File: config.mk
export PLATFORM = sky130hd
export DESIGN_NAME = pb_conditioner
export DESIGN_NICKNAME = d
export VERILOG_FILES = /design/src/rtl/pb_pkg.sv /design/src/rtl/pb_debounce_ch.sv /design/src/rtl/pb_conditioner.sv
export SDC_FILE = /design/constraint.sdc
export NUM_CORES = 1
export LEC_CHECK = 0
export CAP_MARGIN = 25
export CORE_MARGIN = 5
export CORE_UTILIZATION = 67
export CTS_CLUSTER_DIAMETER = 40
export DETAILED_ROUTE_END_ITERATION = 10
export PLACE_DENSITY = 0.8
export SLEW_MARGIN = 20
export SYNTH_ARGS = -nofsm -noshare
export SYNTH_HDL_FRONTEND = slang
export SYNTH_HIERARCHICAL = 1
export SYNTH_SLANG_ARGS = --single-unit
export TNS_END_PERCENT = 100
File: constraint.sdc
create_clock -name clk_50 -period 5.7 [get_ports clk_50]
set_input_delay 1.14 -clock clk_50 [delete_from_list [all_inputs] [get_ports clk_50]]
set_output_delay 1.14 -clock clk_50 [all_outputs]
set_load 0.005 [all_outputs]
File: src/rtl/pb_pkg.sv
// Shared types and 50 MHz timing defaults for the step-button conditioner.
package pb_pkg;

   typedef enum logic [1:0] {
      IDLE   = 2'd0,
      FIRST  = 2'd1,
      REPEAT = 2'd2
   } hold_state_e;

   localparam int unsigned DEBOUNCE_CYC_DEF  = 1_000_000;
   localparam int unsigned REPEAT_DELAY_DEF  = 25_000_000;
   localparam int unsigned REPEAT_PERIOD_DEF = 5_000_000;

   function automatic int hold_cnt_w(input int unsigned delay, input int unsigned period);
      int unsigned longest;
      longest = (delay > period) ? delay : period;
      return $clog2(longest + 1);
   endfunction

endpackage

File: src/rtl/pb_debounce_ch.sv
// One key channel: 2-flop synchroniser, debounce counter and hold-to-repeat FSM.
//  state  | meaning
//  IDLE   | key released (debounced), no pulses
//  FIRST  | press accepted, counting the initial repeat delay
//  REPEAT | held past the delay, pulsing every repeat period
module pb_debounce_ch
   import pb_pkg::*;
#(
   parameter int unsigned DEBOUNCE_CYC  = DEBOUNCE_CYC_DEF,
   parameter bit          REPEAT_EN     = 1'b1,
   parameter int unsigned REPEAT_DELAY  = REPEAT_DELAY_DEF,
   parameter int unsigned REPEAT_PERIOD = REPEAT_PERIOD_DEF
) (
   input  logic clk_50,
   input  logic reset,
   input  logic key_n,
   input  logic other_held,
   output logic held,
   output logic raw_pulse
);

   localparam int DCW = $clog2(DEBOUNCE_CYC);
   localparam int HCW = hold_cnt_w(REPEAT_DELAY, REPEAT_PERIOD);
   localparam logic [DCW-1:0] DB_LAST = DCW'(DEBOUNCE_CYC - 1);
   localparam logic [HCW-1:0] RD_LAST = HCW'(REPEAT_DELAY - 1);
   localparam logic [HCW-1:0] RP_LAST = HCW'(REPEAT_PERIOD - 1);

   logic           s1_q, s1_d;
   logic           s2_q, s2_d;
   logic           stable_n_q, stable_n_d;
   logic [DCW-1:0] db_cnt_q, db_cnt_d;
   hold_state_e    state_q, state_d;
   logic [HCW-1:0] hold_cnt_q, hold_cnt_d;
   logic           pulse_q, pulse_d;
   logic           lock_q, lock_d;
   logic           mismatch;
   logic           accept;

   always_comb begin
      s1_d       = key_n;
      s2_d       = s1_q;
      mismatch   = (s2_q != stable_n_q);
      accept     = mismatch && (db_cnt_q == DB_LAST);
      stable_n_d = accept ? s2_q : stable_n_q;
      db_cnt_d   = (mismatch && !accept) ? db_cnt_q + DCW'(1) : '0;

      state_d    = state_q;
      hold_cnt_d = hold_cnt_q;
      pulse_d    = 1'b0;
      lock_d     = lock_q;

      if (accept && s2_q) begin
         state_d    = IDLE;
         hold_cnt_d = '0;
         lock_d     = 1'b0;
      end else begin
         case (state_q)
            IDLE: begin
               if (accept && !s2_q) begin
                  state_d    = FIRST;
                  hold_cnt_d = '0;
                  pulse_d    = 1'b1;
               end
            end
            FIRST: begin
               if (REPEAT_EN) begin
                  if (hold_cnt_q == RD_LAST) begin
                     state_d    = REPEAT;
                     hold_cnt_d = '0;
                     pulse_d    = 1'b1;
                  end else begin
                     hold_cnt_d = hold_cnt_q + HCW'(1);
                  end
               end
            end
            REPEAT: begin
               if (hold_cnt_q == RP_LAST) begin
                  hold_cnt_d = '0;
                  pulse_d    = 1'b1;
               end else begin
                  hold_cnt_d = hold_cnt_q + HCW'(1);
               end
            end
            default: begin
               state_d    = IDLE;
               hold_cnt_d = '0;
            end
         endcase
         // a chord cancels this key's pulses until it is released
         if ((state_q != IDLE) && other_held) lock_d = 1'b1;
      end
   end

   always_ff @(posedge clk_50) begin
      if (reset) begin
         s1_q       <= 1'b1;
         s2_q       <= 1'b1;
         stable_n_q <= 1'b1;
         db_cnt_q   <= '0;
         state_q    <= IDLE;
         hold_cnt_q <= '0;
         pulse_q    <= 1'b0;
         lock_q     <= 1'b0;
      end else begin
         s1_q       <= s1_d;
         s2_q       <= s2_d;
         stable_n_q <= stable_n_d;
         db_cnt_q   <= db_cnt_d;
         state_q    <= state_d;
         hold_cnt_q <= hold_cnt_d;
         pulse_q    <= pulse_d;
         lock_q     <= lock_d;
      end
   end

   assign held      = ~stable_n_q;
   assign raw_pulse = pulse_q & ~lock_q;

endmodule

File: src/rtl/pb_conditioner.sv
// Step-button front end: two key channels, cross-key arbitration and registered outputs.
module pb_conditioner
   import pb_pkg::*;
#(
   parameter int unsigned DEBOUNCE_CYC  = DEBOUNCE_CYC_DEF,
   parameter bit          REPEAT_EN     = 1'b1,
   parameter int unsigned REPEAT_DELAY  = REPEAT_DELAY_DEF,
   parameter int unsigned REPEAT_PERIOD = REPEAT_PERIOD_DEF
) (
   input  logic clk_50,
   input  logic reset,
   input  logic pb_up_n,
   input  logic pb_dn_n,
   output logic pb_seq_up,
   output logic pb_seq_dn,
   output logic pb_up_held,
   output logic pb_dn_held
);

   logic up_held, dn_held;
   logic up_raw, dn_raw;
   logic seq_up_q, seq_up_d;
   logic seq_dn_q, seq_dn_d;
   logic up_held_q, up_held_d;
   logic dn_held_q, dn_held_d;

   pb_debounce_ch #(
      .DEBOUNCE_CYC (DEBOUNCE_CYC),
      .REPEAT_EN    (REPEAT_EN),
      .REPEAT_DELAY (REPEAT_DELAY),
      .REPEAT_PERIOD(REPEAT_PERIOD)
   ) u_up (
      .clk_50    (clk_50),
      .reset     (reset),
      .key_n     (pb_up_n),
      .other_held(dn_held),
      .held      (up_held),
      .raw_pulse (up_raw)
   );

   pb_debounce_ch #(
      .DEBOUNCE_CYC (DEBOUNCE_CYC),
      .REPEAT_EN    (REPEAT_EN),
      .REPEAT_DELAY (REPEAT_DELAY),
      .REPEAT_PERIOD(REPEAT_PERIOD)
   ) u_dn (
      .clk_50    (clk_50),
      .reset     (reset),
      .key_n     (pb_dn_n),
      .other_held(up_held),
      .held      (dn_held),
      .raw_pulse (dn_raw)
   );

   // a raw pulse always implies its own key is held, so the two can never coincide
   always_comb begin
      seq_up_d  = up_raw & ~dn_held;
      seq_dn_d  = dn_raw & ~up_held;
      up_held_d = up_held;
      dn_held_d = dn_held;
   end

   always_ff @(posedge clk_50) begin
      if (reset) begin
         seq_up_q  <= 1'b0;
         seq_dn_q  <= 1'b0;
         up_held_q <= 1'b0;
         dn_held_q <= 1'b0;
      end else begin
         seq_up_q  <= seq_up_d;
         seq_dn_q  <= seq_dn_d;
         up_held_q <= up_held_d;
         dn_held_q <= dn_held_d;
      end
   end

   assign pb_seq_up  = seq_up_q;
   assign pb_seq_dn  = seq_dn_q;
   assign pb_up_held = up_held_q;
   assign pb_dn_held = dn_held_q;

endmodule

Yosys cells after proc, flatten, opt, wreduce, memory -nomap -nowiden
Cells that the tools add are included.
Word-level totals
  output and inout bits: 4
  bits of input ports: 4
  logic and storage cells: 98
  register bits: 108
Operators by class
  mux-type cells: 22
  add/sub/neg operators: 4
  eq/ne operators: 16
  reduce and logical (&&, ||, !) cells: 24
  bitwise operators: 12
Operator list (count)
  $mux W25: 6
  $pmux W25 S3: 2
  $add A25 B1 Y25 const B: 2
  $eq A25 B23 Y1 const B: 2
  $eq A25 B25 Y1 const B: 2
  $add A20 B1 Y20 const B: 2
  $eq A20 B20 Y1 const B: 2
  $pmux W2 S3: 2
  $logic_and A1 B1 Y1: 10
  $mux W2: 4
  $ne A2 B1 Y1 const B: 4
  $not A1 Y1: 8
  $reduce_or A2 Y1: 4
  $mux W1: 6
  $pmux W1 S3: 2
  $reduce_and A3 Y1: 2
  $and A1 B1 Y1: 4
  $eq A2 B1 Y1 const B: 2
  $eq A2 B2 Y1 const B: 2
  $logic_not A1 Y1: 4
  $logic_not A2 Y1: 2
  $reduce_bool A2 Y1: 2
  $ne A1 B1 Y1: 2

Logic depth before layout (Yosys ltp)
  word-level depth: 6
  mapped depth: 8

Modules after synthesis
Netlist, hierarchy kept.
By module, submodules not included
  pb_debounce_ch (u_dn): times used 1, cells each 314, area each 2685.1 um^2, sequential area each 1041.0 um^2
  pb_debounce_ch (u_up): times used 1, cells each 315, area each 2643.8 um^2, sequential area each 1041.0 um^2
  pb_conditioner: times used 1, cells each 8, area each 117.6 um^2, sequential area each 80.1 um^2

Worst setup path before layout
OpenSTA, ideal clock, no wires.
  kind: input to register
  from: input port reset
  to: register u_dn.hold_cnt_q[18]
  stages: 5
  setup slack: 3.438 ns
  data required time: 5.607 ns
  data arrival time: 2.169 ns
  library setup time: 0.093 ns
  path through: a41oi_2 > o211ai_2 > or2_1 > buf_2 > o311ai_2
On the way
  cells in the longest elaborated chain, start to end: 1
Ends and longest elaborated chain
  start: declaration: line pb_conditioner.sv:11  | input logic reset,
  $reduce_or A2 Y1 (no source line)
  end signal: assignment: line pb_debounce_ch.sv:110  | hold_cnt_q <= hold_cnt_d;
  end: declaration: line pb_debounce_ch.sv:33  | logic [HCW-1:0] hold_cnt_q, hold_cnt_d;
No other way between the ends.
A chain may end at the register's enable or synchronous reset.

Final worst setup path
  from: input port reset
  to: register u_dn.hold_cnt_q[15]
The elaborated chain is that of the path after synthesis.

==> run metrics <==
outcome=finished clean; max cap viols=0; RSZ-0062 raised after global routing=false; die area=10,000 um2; DR iter-0 viols=213; Final min period=3520 ps; via count=4,659; slew margin rel.=0.406; final WL=11,100 um; Mean Syn Cell Area=8.55 um2; part of the power in combinational logic=0.019; most common cell in the netlist=dfxtp_1; Lkg Pwr=1.86 nW; via/cell ratio=6.30; Post-synth EDFFs=0; CTS tree=yes; critical path fanouts, max=15; HPWL after DPL=7610 um; post-cts sizing count=0; Row Count=32; largest net degree at the start of global routing=50; CP Capture Type=flip-flop; sw frac=0.231; post-synth top area cell=dfxtp_1; Hold Vio Cnt, Final=0; Final nets=650; All-Layer GR Usage=0.229; syn_nets=653; Synth async-reset ratio=0; top-area cell type share of the netlist area=0.397; clock group share of total power=0.352; IO Port Bufs=7; Yosys reg bits=108; core box area=7810 um2; Final Cycle Share=0.617; Pwr Total=1.20 mW; layout cells sized above 1=0.0705; Syn Std Cell Area=5450 um2; Starting Density=0.698; GRT overflow=0; synth warn=6; die width=100 um; Post-Synthesis Cells=637; measured slew at the worst slew-check pin=882 ps; Max clock buf depth=2; Main synth FF type=dfxtp_1; critical path arrival=3770 ps; Pins Over Slew Limit=0; Yosys cell types=65; Setup TNS=0 ps; vias in the first global route=4,322; DRC=0; P&R area growth vs syn=5.97%; ANT cells=0; Synth area leaders=dfxtp_1 (40%), nor2_1 (4.9%), xnor2_1 (4.7%); Hold/Removal Path Class=flip-flop to flip-flop; # hold bufs at CTS=0; H-tree depth=3; startpoint types=input pin; Die Y-Extent=100 um; post-CTS setup buffer count=0; CTS Sinks=108; DRT antenna net count=0; maximum clock frequency=0.284 GHz; sequential area share after synthesis=0.397; clk_skew=15.2 ps; initial antenna violation count=0; most frequent cells after synthesis=dfxtp_1 (108), nor2_1 (71), nand2_1 (48); Power Density=208 nW/um2; Hold Crit Depth=1; worst skew pair latency=360 ps; WL/cell=15.0 um; VDD IR-drop max=0.166 mV; global-route wire length before repair=19,400 um; final core utilization=0.739; P_int=0.925 mW; Clock Tree Root=clkbuf_8; final setup violating endpoints=0; IO Count=8; sequential share of power=0.630; placer's final routability congestion estimate=0.940; WS Path Type=input pin to flip-flop; CP required=5950 ps; path depth of the worst reg2reg path=7; drt pass-1 iters=5; Psw=0.278 mW; CTS buffer count=9; Clock transition at path regs=100 ps
-- flip-flops by register name, summed over array words and instances, names as in the netlist, 2 cells and up --
name / count
u_up/db_cnt_q: 20
u_dn/db_cnt_q: 20
u_up/hold_cnt_q: 25
u_dn/hold_cnt_q: 25
u_dn/state_q: 2
u_up/state_q: 2
-- placed cells by master (no fill, tap or decap), drive strengths merged, types with 9 or more instances in the layout --
| cell type | count |
|---|---|
| xor2 | 9 |
| nor2 | 72 |
| nand3 | 38 |
| and3 | 24 |
| a21oi | 26 |
| nor3 | 13 |
| nand2 | 48 |
| nor4 | 13 |
| ha | 12 |
| and4 | 9 |
| a22o | 11 |
| or4 | 11 |
| xnor2 | 29 |
| clkbuf | 9 |
| or3 | 19 |
| nor2b | 10 |
| inv | 29 |
| dfxtp | 108 |
| nand4 | 27 |
| o21ai | 22 |
| o31ai | 19 |
-- layer usage --
layer  GRT usage  share of wire  up-vias
met5           0              0        -
met4      0.0736          0.018        0
met3      0.0375          0.039       20
met2       0.392           0.50      116
met1       0.294           0.45     2197
li1            -              -     2326
-- worst max-delay path, stage by stage --
cell	delay [ps]
clkdlybuf4s50_1	660
a41oi_2	670
o211ai_2	440
or2_1	500
o311ai_0	360
-- power by group through the flow --
stage / clock network (mW) / logic (mW) / registers [mW]
3_5_place_dp: 0 / 0.0209 / 0.774
4_1_cts: 0.433 / 0.0210 / 0.757
6_report: 0.423 / 0.0223 / 0.757
3_3_place_gp: 0 / 0.0202 / 0.774
5_1_grt: 0.470 / 0.0246 / 0.758
2_1_floorplan: 0 / 0.0148 / 0.774
-- kinds of logic after synthesis --
family | count (synthesis) | share of synthesized area
xor gates and xnor gates | 38 | 0.0611
DFF | 108 | 0.397
adders and majority gates | 12 | 0.0276
muxes | 1 | 0.00184
AOI/OAI and AO/OA | 120 | 0.161
and+or+nand+nor | 307 | 0.312
buffers and inverters | 51 | 0.0395
-- stage by stage --
step                      hold slack, ps  cells  setup slack, ps  cell area (um2)
after global routing                 437    740             1990             5770
after detailed placement             405    723             1830             5550
after floorplan                      389    637             3440             5450
after CTS                            425    738             2190             5730
final                                416    740             2180             5770
after global placement               396    723             2000             5550
-- worst paths after layout --
kind	endpoint	startpoint	slack [ps]
hold / removal	u_dn/s2_q	u_dn/s1_q	420
setup reg to reg	u_dn/hold_cnt_q[15]	u_dn/hold_cnt_q[0]	2800
setup / recovery	u_dn/hold_cnt_q[15]	reset	2180
hold reg to reg	u_dn/s2_q	u_dn/s1_q	420
-- layout make-up --
cell class | count | area [um2]
sequential | 108 | 2160
tap | 102 | 128
multi-input combinational | 478 | 3090
clock inverter | 6 | 48.8
timing repair buffer | 10 | 116
inverter | 27 | 101
fill | 603 | 2040
clock buffer | 9 | 124
No activity file was read; power rests on OpenSTA's default activity.
